### src/rtl/matmul_pkg.sv
// Shared types and default geometry for the C = A*B sequencer.
// Matrices live row-major in one word-addressed data memory.
package matmul_pkg;

    localparam int WORD_W      = 32;
    localparam int DEF_N       = 3;
    localparam int DEF_A_BASE  = 0;
    localparam int DEF_B_BASE  = 9;
    localparam int DEF_C_BASE  = 18;

    typedef enum logic [2:0] {
        S_IDLE,
        S_RD_A,
        S_RD_B,
        S_ACC,
        S_WR,
        S_DONE
    } state_t;

    // Row-major word address of element (row, col) in an n-wide matrix at base.
    function automatic logic [WORD_W-1:0] lin_addr(
        input logic [WORD_W-1:0] base,
        input logic [WORD_W-1:0] row,
        input logic [WORD_W-1:0] col,
        input logic [WORD_W-1:0] n
    );
        return base + row * n + col;
    endfunction

endpackage

### src/rtl/mac_unit.sv
// Unsigned multiply-accumulate; product and sum both wrap modulo 2^WORD_W.
// clr has priority over en so a clear and an accumulate never collide.
module mac_unit
    import matmul_pkg::*;
(
    input  logic              clk,
    input  logic [WORD_W-1:0] a,
    input  logic [WORD_W-1:0] b,
    input  logic              clr,
    input  logic              en,
    output logic [WORD_W-1:0] acc
);

    logic [WORD_W-1:0] r_acc;
    logic [WORD_W-1:0] w_prod;

    assign w_prod = a * b;
    assign acc    = r_acc;

    always_ff @(posedge clk) begin
        if (clr) begin
            r_acc <= '0;
        end else if (en) begin
            r_acc <= r_acc + w_prod;
        end
    end

endmodule

### src/rtl/matmul_sequencer.sv
// Drives a single-port data memory to compute C = A*B one element at a time:
// per element N x (read A, read B, accumulate) and then one write of C.
module matmul_sequencer
    import matmul_pkg::*;
#(
    parameter int N      = DEF_N,
    parameter int A_BASE = DEF_A_BASE,
    parameter int B_BASE = DEF_B_BASE,
    parameter int C_BASE = DEF_C_BASE
) (
    input  logic              clock,
    input  logic              reset,
    input  logic              start,
    output logic              busy,
    output logic              done,
    output logic [WORD_W-1:0] address,
    output logic [WORD_W-1:0] write_data,
    output logic              mem_read,
    output logic              mem_write,
    input  logic [WORD_W-1:0] read_data
);

    localparam int IDX_W = (N > 1) ? $clog2(N) : 1;
    localparam logic [IDX_W-1:0] IDX_LAST = IDX_W'(N - 1);
    localparam logic [IDX_W-1:0] IDX_ONE  = IDX_W'(1);

    state_t            r_state;
    logic [IDX_W-1:0]  r_i;
    logic [IDX_W-1:0]  r_j;
    logic [IDX_W-1:0]  r_k;
    logic [WORD_W-1:0] r_a_reg;
    logic              r_busy;
    logic              r_done;
    logic              r_mem_read;
    logic              r_mem_write;
    logic [WORD_W-1:0] r_address;

    logic [WORD_W-1:0] w_acc;
    logic              w_mac_clr;
    logic              w_mac_en;
    logic              w_j_wrap;
    logic              w_last_elem;
    logic [IDX_W-1:0]  w_next_i;
    logic [IDX_W-1:0]  w_next_j;
    logic [WORD_W-1:0] w_addr_b;
    logic [WORD_W-1:0] w_addr_c;
    logic [WORD_W-1:0] w_addr_a_knext;
    logic [WORD_W-1:0] w_addr_a_row;

    assign w_j_wrap    = (r_j == IDX_LAST);
    assign w_last_elem = w_j_wrap && (r_i == IDX_LAST);
    assign w_next_j    = w_j_wrap ? '0 : r_j + IDX_ONE;
    assign w_next_i    = w_j_wrap ? r_i + IDX_ONE : r_i;

    // Outputs are registered, so each address is computed for the state being entered.
    assign w_addr_b       = lin_addr(WORD_W'(B_BASE), WORD_W'(r_k), WORD_W'(r_j), WORD_W'(N));
    assign w_addr_c       = lin_addr(WORD_W'(C_BASE), WORD_W'(r_i), WORD_W'(r_j), WORD_W'(N));
    assign w_addr_a_knext = lin_addr(WORD_W'(A_BASE), WORD_W'(r_i), WORD_W'(r_k) + 1, WORD_W'(N));
    assign w_addr_a_row   = lin_addr(WORD_W'(A_BASE), WORD_W'(w_next_i), '0, WORD_W'(N));

    // Accumulator sits at zero while idle and is cleared on the edge that leaves WR.
    assign w_mac_clr = reset || (r_state == S_IDLE) || (r_state == S_WR);
    assign w_mac_en  = (r_state == S_ACC);

    mac_unit u_mac (
        .clk (clock),
        .a   (r_a_reg),
        .b   (read_data),
        .clr (w_mac_clr),
        .en  (w_mac_en),
        .acc (w_acc)
    );

    always_ff @(posedge clock) begin
        if (reset) begin
            r_state     <= S_IDLE;
            r_i         <= '0;
            r_j         <= '0;
            r_k         <= '0;
            r_a_reg     <= '0;
            r_busy      <= 1'b0;
            r_done      <= 1'b0;
            r_mem_read  <= 1'b0;
            r_mem_write <= 1'b0;
            r_address   <= '0;
        end else begin
            r_done      <= 1'b0;
            r_mem_read  <= 1'b0;
            r_mem_write <= 1'b0;
            r_address   <= '0;
            case (r_state)
                S_IDLE: begin
                    if (start) begin
                        r_i        <= '0;
                        r_j        <= '0;
                        r_k        <= '0;
                        r_state    <= S_RD_A;
                        r_busy     <= 1'b1;
                        r_mem_read <= 1'b1;
                        r_address  <= WORD_W'(A_BASE);
                    end
                end
                S_RD_A: begin
                    r_state    <= S_RD_B;
                    r_mem_read <= 1'b1;
                    r_address  <= w_addr_b;
                end
                S_RD_B: begin
                    r_a_reg <= read_data;
                    r_state <= S_ACC;
                end
                S_ACC: begin
                    if (r_k == IDX_LAST) begin
                        r_state     <= S_WR;
                        r_mem_write <= 1'b1;
                        r_address   <= w_addr_c;
                    end else begin
                        r_k        <= r_k + IDX_ONE;
                        r_state    <= S_RD_A;
                        r_mem_read <= 1'b1;
                        r_address  <= w_addr_a_knext;
                    end
                end
                S_WR: begin
                    r_k <= '0;
                    r_i <= w_next_i;
                    r_j <= w_next_j;
                    if (w_last_elem) begin
                        r_state <= S_DONE;
                        r_done  <= 1'b1;
                    end else begin
                        r_state    <= S_RD_A;
                        r_mem_read <= 1'b1;
                        r_address  <= w_addr_a_row;
                    end
                end
                S_DONE: begin
                    r_state <= S_IDLE;
                    r_busy  <= 1'b0;
                end
                default: begin
                    r_state <= S_IDLE;
                    r_busy  <= 1'b0;
                end
            endcase
        end
    end

    assign busy       = r_busy;
    assign done       = r_done;
    assign mem_read   = r_mem_read;
    assign mem_write  = r_mem_write;
    assign address    = r_address;
    assign write_data = r_mem_write ? w_acc : '0;

endmodule

### config.mk
export PLATFORM = sky130hd
export DESIGN_NAME = matmul_sequencer
export DESIGN_NICKNAME = d
export VERILOG_FILES = /design/src/rtl/matmul_pkg.sv /design/src/rtl/mac_unit.sv /design/src/rtl/matmul_sequencer.sv
export SDC_FILE = /design/constraint.sdc
export NUM_CORES = 1
export LEC_CHECK = 0
export BUFFER_PORTS_ARGS = -buffer_cell sky130_fd_sc_hd__buf_2
export CORE_MARGIN = 8
export CORE_UTILIZATION = 70
export DETAILED_ROUTE_END_ITERATION = 7
export PLACE_DENSITY = 0.89
export SYNTH_ARGS = -nofsm -noshare
export SYNTH_HDL_FRONTEND = slang
export SYNTH_SLANG_ARGS = --single-unit
### constraint.sdc
create_clock -name clock -period 17.7 [get_ports clock]
set_input_delay 5.31 -clock clock [delete_from_list [all_inputs] [get_ports clock]]
set_output_delay 5.31 -clock clock [all_outputs]
set_load 0.02 [all_outputs]
# Word-level counts from Yosys, hierarchy flattened
# Cells that the tools add are included.
# classes
n_mul	4
addsub	10
eq_ne	9
n_reduce_logical	12
muxes	23
bitwise_logic	3
# op_table
operator	n
adder 32 bit	1
multiplier 32 x 32 -> 32 bit	1
2-to-1 mux 32 bit	1
case mux 7 bit (3 select lines)	1
case mux 3 bit (5 select lines)	1
multiplier 2 x 2 -> 4 bit, second input constant	3
2-to-1 mux 3 bit	3
2-to-1 mux 2 bit	4
case mux 2 bit (2 select lines)	2
adder 6 x 2 -> 7 bit	1
2-to-1 mux 7 bit	1
adder 2 x 1 -> 2 bit, second input constant	3
adder 5 x 2 -> 6 bit	1
adder 5 x 4 -> 6 bit, first input constant	1
equality test 2 bit, second input constant	3
equality test 3 x 2 -> 1 bit, second input constant	2
2-to-1 mux 1 bit	6
case mux 2 bit (3 select lines)	1
adder 4 x 3 -> 5 bit	1
adder 4 x 4 -> 5 bit, first input constant	1
2-to-1 mux 4 bit	1
inequality test 2 bit, second input constant	2
case mux 1 bit (4 select lines)	1
AND reduction 2 bit	2
other kinds (13)	17
# word_totals
inputBits	35
reg_bits	109

# Longest topological paths before layout
# Gate-level depths: netlist of the first run.
# logic_depth
word_depth	5
mapped_depth	29
mapped_depth_nobuf	27

# Cells and area by module
# A second synthesis of the first run with hierarchy kept.
# unflattened
cells_unflattened	2329
area_unflattened_um2	20841.2
# by_module_without_submodules
module	seq_area_each_um2	instances	area_per_inst_um2	cells_each
mac_unit	640.6	1	18031.0	1983
matmul_sequencer	1021.0	1	2810.2	346

# Least setup slack after synthesis of the first run
# OpenSTA, ideal clock, no wires.
# synth_path
path_type	input -> register
from	input read_data[4]
to	register u_mac.r_acc[31], in the netlist u_mac.acc[31]
path_stages	26
slack_ps	5835
arrival_time_ps	11785
setup_ps	79
cell_sequence	clkbuf_1 -> clkbuf_1 -> and2_1 -> fa_1 -> fa_1 -> fa_1 -> inv_1 -> fa_1 -> inv_1 -> fa_1 -> inv_1 -> fa_1 -> inv_1 -> fa_1 -> inv_1 -> fa_1 -> inv_1 -> ha_1 -> a21o_1 -> a21o_1 -> a21oi_1 -> o21ai_0 -> a311oi_2 -> o41ai_2 -> xnor2_1 -> a211oi_2
# synth_via
elab_chain_len	2
# synth_rtl
element	line	rtl
start, declared	matmul_sequencer.sv:20	input logic [WORD_W-1:0] read_data
multiplier 32 x 32 -> 32 bit	mac_unit.sv:17	assign w_prod = a * b;
adder 32 bit	mac_unit.sv:24	r_acc <= r_acc + w_prod;
end signal, assigned	mac_unit.sv:24	
end, declared	mac_unit.sv:14	logic [WORD_W-1:0] r_acc;
# Every way passes these cells.
# A chain may end at the register's enable or synchronous reset.

# Worst setup path after layout of the first run
# layout_path
from	input read_data[0]
to	register u_mac.r_acc[31], in the netlist u_mac.acc[31]
# Same word-level chain as after synthesis.

==> results.md, run 1 <==
- Worst Skew: 0.00631 ns
- DIE AREA: 0.0352 mm2
- Clock transition time at the flip-flop clock pins of the worst setup and hold paths: 0.07 ns
- Pin count of the biggest net entering global routing: 45
- Clock period minus worst slack: 12.20 ns
- First element of the critical path: read_data[0]
- Total length of routed wires: 53.5 mm
- Area inside the core boundary: 0.0293 mm2
- Logic depth of the worst setup path including buffers: 25
- Slew at the pin closest to its max-slew limit: 1.02 ns
- Worst-case clock buffer depth: 2
- Later-pin clock latency in the skew report: 0.36 ns
- Met3 demand-to-capacity share in global routing: 5.14%
- Total iterations of the first detailed-routing run: 6
- Die Span Y: 188 um
- Area of the multi-input gates: 0.0165 mm2
- Buffer and inverter count on the worst path: 7
- Highest clock rate: 82.0 MHz
- Total global routing overflow: 0
- Arrival time of the worst setup path: 12.48 ns
- Mean instance size in the synthesized netlist: 8.68 um2
- Min-delay src: u_mac.acc[7]
- Number of buffers inserted during clock tree synthesis: 9
- Drt wl/cell: 19.5 um
- Syn-to-layout area delta: 3.47%
- Met1 demand-to-capacity share in global routing: 39.1%
- Clock tree from TritonCTS: yes
- Worst setup path endpoint: u_mac.acc[31]
- Antenna Cells: 0
- Startpoint types: primary input
- R2r startpoint: r_a_reg[12]
- Final number of setup-violating endpoints: 0
- Postcts setup bufs: 0
- DR DRC count: 0
- Reg-to-reg critical path endpoint: u_mac.acc[31]
- Status: finished clean
- Placer's final routability congestion estimate: 0.954
- Type of the worst setup path: primary input to flop
- CP max stage cell: sky130_fd_sc_hd__fa_1
- Critical path capture point type: flop
- Combined area of all synthesized cells: 0.0206 mm2
- Total of flip-flops plus latches after synthesis: 83
- Post-synthesis sequential area ratio: 8.05%
- Std cell rows: 63
- Initial core utilization: 70.4%
- Final worst-path cycle share: 68.9%
- DR vias/cell: 5.80
- Most used cell along the critical path: sky130_fd_sc_hd__fa_1
- Kind of path behind the tightest hold check: flop to flop
- Maximum fanout encountered on the critical timing path: 33
- Busiest metal layer after global routing: met2
- CTS Hold Bufs: 0
- Fraction of registers with async set/reset: 0%
- Number of max-capacitance violations reported: 0
- DR iter-0 viols: 1316
- RSZ-0062 raised after global routing: no
- Global-route wire length before repair: 87.9 mm
- Number of nets with antenna violations after detailed routing: 0
- Top post-synthesis cells by area: sky130_fd_sc_hd__fa_1, sky130_fd_sc_hd__and2_1, sky130_fd_sc_hd__inv_1
- Cell count of the worst reg-to-reg path: 24
- Cell count after synthesis: 2377
- Vias in the first global route: 17500
- Leading register cell type out of synthesis: sky130_fd_sc_hd__dfxtp_1
- Number of endpoints with negative hold slack in the final report: 0
- Die Wd: 188 um
- Setup slack of the most critical reg-to-reg path: 10.01 ns
- Initial antenna violation count: 0
- CP Data Required Time: 17.98 ns
- GRT Total Usage: 31.2%
- Filler cell count in the final layout: 2144
- Pre-CTS WS: 5.22 ns
- EDFF count, synth: 0
- Total number of H-tree levels: 3
- Total area of sequential cells: 0.00166 mm2
- Cell class contributing the biggest share of worst-path delay: adder cells
- Ratio of cells with drive above 1 in the final layout: 5.08%
- Power density over the cells: 63.7 mW/mm2
- Detailed-route via count: 16000
- Met2 Resource Use GR: 52.0%
- Half-perimeter wire length after detailed placement: 41.5 mm
- Slew Limit Fails: 0
- Clock tree root buffer cell: sky130_fd_sc_hd__clkbuf_16
- Worst-case headroom to the max-slew limit: 31.8%
- Final Non-Filler Cells: 2750
- I/O Buffers: 76
- # placed instances: 2734
- Area leader, netlist: sky130_fd_sc_hd__fa_1
- IR drop worst, VDD: 0.0000739 V
- Final worst setup slack: 5.50 ns
- Synth warnings: 0
- Yosys top cell area share: 43.1%
- Max incr delay on CP: 0.53 ns
- Count of distinct cell types in the synthesized netlist: 61
- Static leakage: 0.0107 uW
- Final total negative setup slack: 0 ns
- Post-cts gate resize count: 0
- Clk sinks: 83
- Total I/O pin count: 103
- Layout net count: 2973
==> routing by layer <==
metal  vias to the layer above  routed length, um
met4                         0               2810
met5                         -                  0
met2                       905              26200
met3                       208               4910
met1                      8006              19700
li1                       6838                  -
==> logic make-up after synthesis <==
logic type / synth area share, %
other: 0.0182
XOR/XNOR: 3.52
AO/OA/AOI/OAI: 5.47
AND/OR/NAND/NOR: 18.8
flip-flops: 8.05
buffers and inverters: 12.7
adder cells (fa/ha/maj): 51.5
==> how the worst min path moves through the flow <==
stage                    to  slack (ns)  cells after the start
6_report       u_mac.acc[7]        0.47                      2
3_5_place_dp     r_a_reg[5]        0.46                      2
4_1_cts        u_mac.acc[6]        0.48                      2
2_1_floorplan   r_a_reg[31]        0.44                      2
5_1_grt        u_mac.acc[7]        0.48                      2
3_3_place_gp     r_a_reg[5]        0.44                      2
==> cells in the final DEF (no fill, tap or decap), types with 26 or more instances in the layout <==
cell type and n:
sky130_fd_sc_hd__nand2_1 358, sky130_fd_sc_hd__buf_2 76, sky130_fd_sc_hd__and2_1 340, sky130_fd_sc_hd__a21oi_1 82, sky130_fd_sc_hd__nor2_1 39, sky130_fd_sc_hd__ha_1 139, sky130_fd_sc_hd__dfxtp_1 83, sky130_fd_sc_hd__inv_1 518
sky130_fd_sc_hd__xnor2_1 65, sky130_fd_sc_hd__fa_1 444, sky130_fd_sc_hd__conb_1 26
==> cell type report <==
type	count	share of cell area [%]
Timing Repair Buffer	94	2.41
Inverter	518	9.10
Sequential cell	83	7.78
Clock buffer	9	1.05
Clock inverter	7	0.269
Multi-Input combinational cell	1649	77.1
Tap cell	390	2.28
==> per-stage QoR <==
step	hold WS [ns]	util (%)	total power, uW	area, um2
floorplan	0.436	-	902	20700
global placement	0.442	71.9	1110	21100
detailed placement	0.465	71.9	1150	21100
CTS	0.476	72.8	1350	21400
global route	0.485	72.8	1480	21400
finish	0.472	72.8	1360	21400
==> tightest hold or removal path, stage by stage, from the launching register on <==
cell	delay [ns]
sky130_fd_sc_hd__dfxtp_1	0.32
sky130_fd_sc_hd__nand2_1	0.06
sky130_fd_sc_hd__a21oi_1	0.05
==> power breakdown <==
part           switching, uW  leakage, uW  internal, uW
logic                    580      0.00991           372
registers               21.8     0.000672           194
clock network           93.8     0.000135          97.6
total                    696       0.0107           664
==> cells in the mapped netlist (3+ instances only) <==
cell type	number
sky130_fd_sc_hd__o21bai_1	3
sky130_fd_sc_hd__nor2b_1	3
sky130_fd_sc_hd__buf_2	3
sky130_fd_sc_hd__or3_1	11
sky130_fd_sc_hd__a31oi_1	3
sky130_fd_sc_hd__xor2_1	18
sky130_fd_sc_hd__nand2_1	358
sky130_fd_sc_hd__clkbuf_1	121
sky130_fd_sc_hd__ha_1	139
sky130_fd_sc_hd__nor2_1	39
sky130_fd_sc_hd__a211oi_1	10
sky130_fd_sc_hd__fa_1	444
sky130_fd_sc_hd__o21ai_1	3
sky130_fd_sc_hd__a22oi_1	4
sky130_fd_sc_hd__nand3_1	6
sky130_fd_sc_hd__dfxtp_1	83
sky130_fd_sc_hd__xnor2_1	65
sky130_fd_sc_hd__and2_1	340
sky130_fd_sc_hd__and3_1	3
sky130_fd_sc_hd__o31ai_1	4
sky130_fd_sc_hd__o21ai_0	21
sky130_fd_sc_hd__nor3_1	10
sky130_fd_sc_hd__nand3b_1	3
sky130_fd_sc_hd__a21oi_1	82
sky130_fd_sc_hd__o21a_1	5
sky130_fd_sc_hd__a21o_1	11
sky130_fd_sc_hd__buf_4	26
sky130_fd_sc_hd__inv_1	518
Power figures use the tool's default switching activity.
==> run 2, diff against run 1 <==
--- a/config.mk
+++ b/config.mk
@@ -7,9 +7,9 @@
 export LEC_CHECK = 0
 export BUFFER_PORTS_ARGS = -buffer_cell sky130_fd_sc_hd__buf_2
 export CORE_MARGIN = 8
-export CORE_UTILIZATION = 70
+export CORE_UTILIZATION = 65
 export DETAILED_ROUTE_END_ITERATION = 7
-export PLACE_DENSITY = 0.89
+export PLACE_DENSITY = 0.84
 export SYNTH_ARGS = -nofsm -noshare
 export SYNTH_HDL_FRONTEND = slang
 export SYNTH_SLANG_ARGS = --single-unit
==> constraint.sdc (replaced) <==
create_clock -name clock -period 12.6 [get_ports clock]
set_input_delay 3.78 -clock clock [delete_from_list [all_inputs] [get_ports clock]]
set_output_delay 3.78 -clock clock [all_outputs]
set_load 0.02 [all_outputs]
==> run 2 against run 1 <==
First-iteration DRC count down 6.5%; clock power up 57%; die area up 7.0%; routed wire length up 1.4%; global-route usage down 1.7 points; largest cell class unchanged; critical path depth unchanged; setup slack worse by 3.7 ns; total power up 42%.
==> results.md, run 2 (synthesis gave the netlist of run 1 again) <==
- Global-route wire length before repair: 88.7 mm (+0.87%)
- Total number of H-tree levels: 3 (unchanged)
- Arrival time of the worst setup path: 11.07 ns (-1.41 ns)
- Total I/O pin count: 103 (unchanged)
- Met1 wire length: 20.2 mm (+3.0%)
- Clock tree from TritonCTS: yes
- Syn-to-layout area delta: 3.69%
- IR drop worst, VDD: 0.0000957 V (+30%)
- Number of buffers inserted during clock tree synthesis: 9 (unchanged)
- Final worst-path cycle share: 85.6%
- I/O Buffers: 76 (unchanged)
- Initial antenna violation count: 4 (+4)
- DIE AREA: 0.0377 mm2 (+7.0%)
- Critical path capture point type: flop
- Final total negative setup slack: 0 ns (unchanged)
- Layout net count: 2972 (-0.034%)
- Initial core utilization: 65.8% (-4.6 points)
- Worst-case clock buffer depth: 2 (unchanged)
- DR vias/cell: 5.73 (-1.3%)
- Half-perimeter wire length after detailed placement: 42.1 mm (+1.6%)
- CTS Hold Bufs: 0 (unchanged)
- DR iter-0 viols: 1230 (-6.5%)
- Die Span Y: 194 um (+3.5%)
- Kind of path behind the tightest hold check: flop to flop
- Later-pin clock latency in the skew report: 0.36 ns (about the same)
- Clock period minus worst slack: 10.78 ns
- Slew at the pin closest to its max-slew limit: 1.33 ns (+0.310 ns)
- Total iterations of the first detailed-routing run: 6 (unchanged)
- Placer's final routability congestion estimate: 0.927 (-2.7%)
- DR DRC count: 0 (unchanged)
- Clock transition time at the flip-flop clock pins of the worst setup and hold paths: 0.07 ns (about the same)
- Number of nets with antenna violations after detailed routing: 0 (unchanged)
- Power density over the cells: 90.3 mW/mm2 (+42%)
- Maximum fanout encountered on the critical timing path: 33 (unchanged)
- Post-route cell area: 0.0214 mm2 (+0.21%)
- Number of endpoints with negative hold slack in the final report: 0 (unchanged)
- Met3 routed wirelength: 4.60 mm (-6.3%)
- Static leakage: 0.0107 uW (+0.11%)
- Most common cell after layout, fill and taps aside: sky130_fd_sc_hd__inv_1
- GRT Total Usage: 29.5% (-1.7 points)
- Vias in the first global route: 17300 (-1.4%)
- Detailed-route via count: 15800 (-0.83%)
- Total global routing overflow: 0 (unchanged)
- Die Wd: 194 um (+3.5%)
- Clk sinks: 83 (unchanged)
- Area inside the core boundary: 0.0314 mm2 (+7.1%)
- Std cell rows: 65 (+3.2%)
- Worst Skew: 0.0103 ns (+0.00399 ns)
- Status: finished clean
- Clock tree root buffer cell: sky130_fd_sc_hd__clkbuf_16
- Final number of setup-violating endpoints: 0 (unchanged)
- Number of max-capacitance violations reported: 0 (unchanged)
- Postcts setup bufs: 0 (unchanged)
- Ratio of cells with drive above 1 in the final layout: 5.04% (-0.040 points)
- Met2 WL post-DR: 27.0 mm (+3.0%)
- Type of the worst setup path: primary input to flop
- Drt wl/cell: 19.7 um (+0.95%)
- Pin count of the biggest net entering global routing: 45 (unchanged)
- Most frequent cells in the layout: sky130_fd_sc_hd__inv_1, sky130_fd_sc_hd__fa_1, sky130_fd_sc_hd__nand2_1
- Post-cts gate resize count: 0 (unchanged)
- Startpoint types: primary input
- Worst-case headroom to the max-slew limit: 11.1% (-21 points)
- CP Data Required Time: 12.89 ns (-5.09 ns)
- Cell area reported after detailed placement: 0.0211 mm2 (about the same)
- RSZ-0062 raised after global routing: no
- Highest clock rate: 92.7 MHz
- Total length of routed wires: 54.3 mm (+1.4%)
- Highest metal layer used by the detailed router: met4
- Slew Limit Fails: 0 (unchanged)
run 2: power by group:
part           switching (uW)  total [uW]  internal (uW)
Sequential               33.0         305            272
Combinational             803        1330            524
Clock                     140         300            160
Total                     976        1930            957
run 2: metrics by stage:
stage | total power [uW] | cells | util, % | setup WS [ns] | hold WS (ns)
2_1_floorplan | 1270 | 2402 | - | 2.27 | 0.436
3_3_place_gp | 1570 | 2745 | 67.2 | 1.77 | 0.443
3_5_place_dp | 1620 | 2745 | 67.2 | 1.54 | 0.459
4_1_cts | 1930 | 2761 | 68.2 | 1.89 | 0.468
5_1_grt | 2110 | 2762 | 68.2 | 1.50 | 0.491
6_report | 1930 | 2763 | 68.2 | 1.82 | 0.463
run 2: final cells by class:
cell class                 instances  area (um2)
antenna                            2        5.00
clock buffer                       9         225
clock inverter                     7        88.8
fill                            2433        9990
inverter                         518        1940
multi-input combinational       1649       16500
sequential                        83        1660
tap                              402         503
timing repair buffer              93         508
run 2: path summary, 6_finish.rpt:
path / end / start / depth (start not counted) / slack, ns
worst max-delay path: u_mac.acc[31] / read_data[0] / 25 / 1.82
worst min-delay path: u_mac.acc[6] / u_mac.acc[6] / 2 / 0.46
worst max register to register: u_mac.acc[31] / r_a_reg[12] / 24 / 4.84
worst min register to register: u_mac.acc[6] / u_mac.acc[6] / 2 / 0.46
run 2: worst max-delay path, cell delays in order:
cell	delay [ns]
sky130_fd_sc_hd__buf_2	0.51
sky130_fd_sc_hd__and2_1	0.25
sky130_fd_sc_hd__fa_1	0.45
sky130_fd_sc_hd__fa_1	0.50
sky130_fd_sc_hd__fa_1	0.50
sky130_fd_sc_hd__inv_1	0.06
sky130_fd_sc_hd__fa_1	0.54
sky130_fd_sc_hd__inv_1	0.06
sky130_fd_sc_hd__fa_1	0.51
sky130_fd_sc_hd__inv_1	0.06
sky130_fd_sc_hd__fa_1	0.56
sky130_fd_sc_hd__inv_1	0.06
sky130_fd_sc_hd__fa_1	0.48
sky130_fd_sc_hd__inv_1	0.05
sky130_fd_sc_hd__fa_1	0.52
sky130_fd_sc_hd__inv_1	0.05
sky130_fd_sc_hd__ha_1	0.34
sky130_fd_sc_hd__a21o_1	0.21
sky130_fd_sc_hd__a21o_1	0.17
sky130_fd_sc_hd__a21oi_1	0.30
sky130_fd_sc_hd__o21ai_0	0.22
sky130_fd_sc_hd__a311oi_2	0.34
sky130_fd_sc_hd__o41ai_2	0.15
sky130_fd_sc_hd__xnor2_1	0.15
sky130_fd_sc_hd__a211oi_2	0.21
run 2: metal layers:
layer | track usage (%) | vias to the layer above
li1 | - | 6852
met1 | 36.6 | 8010
met2 | 50.4 | 805
met3 | 4.55 | 158
met4 | 13.5 | 0
met5 | 0 | -
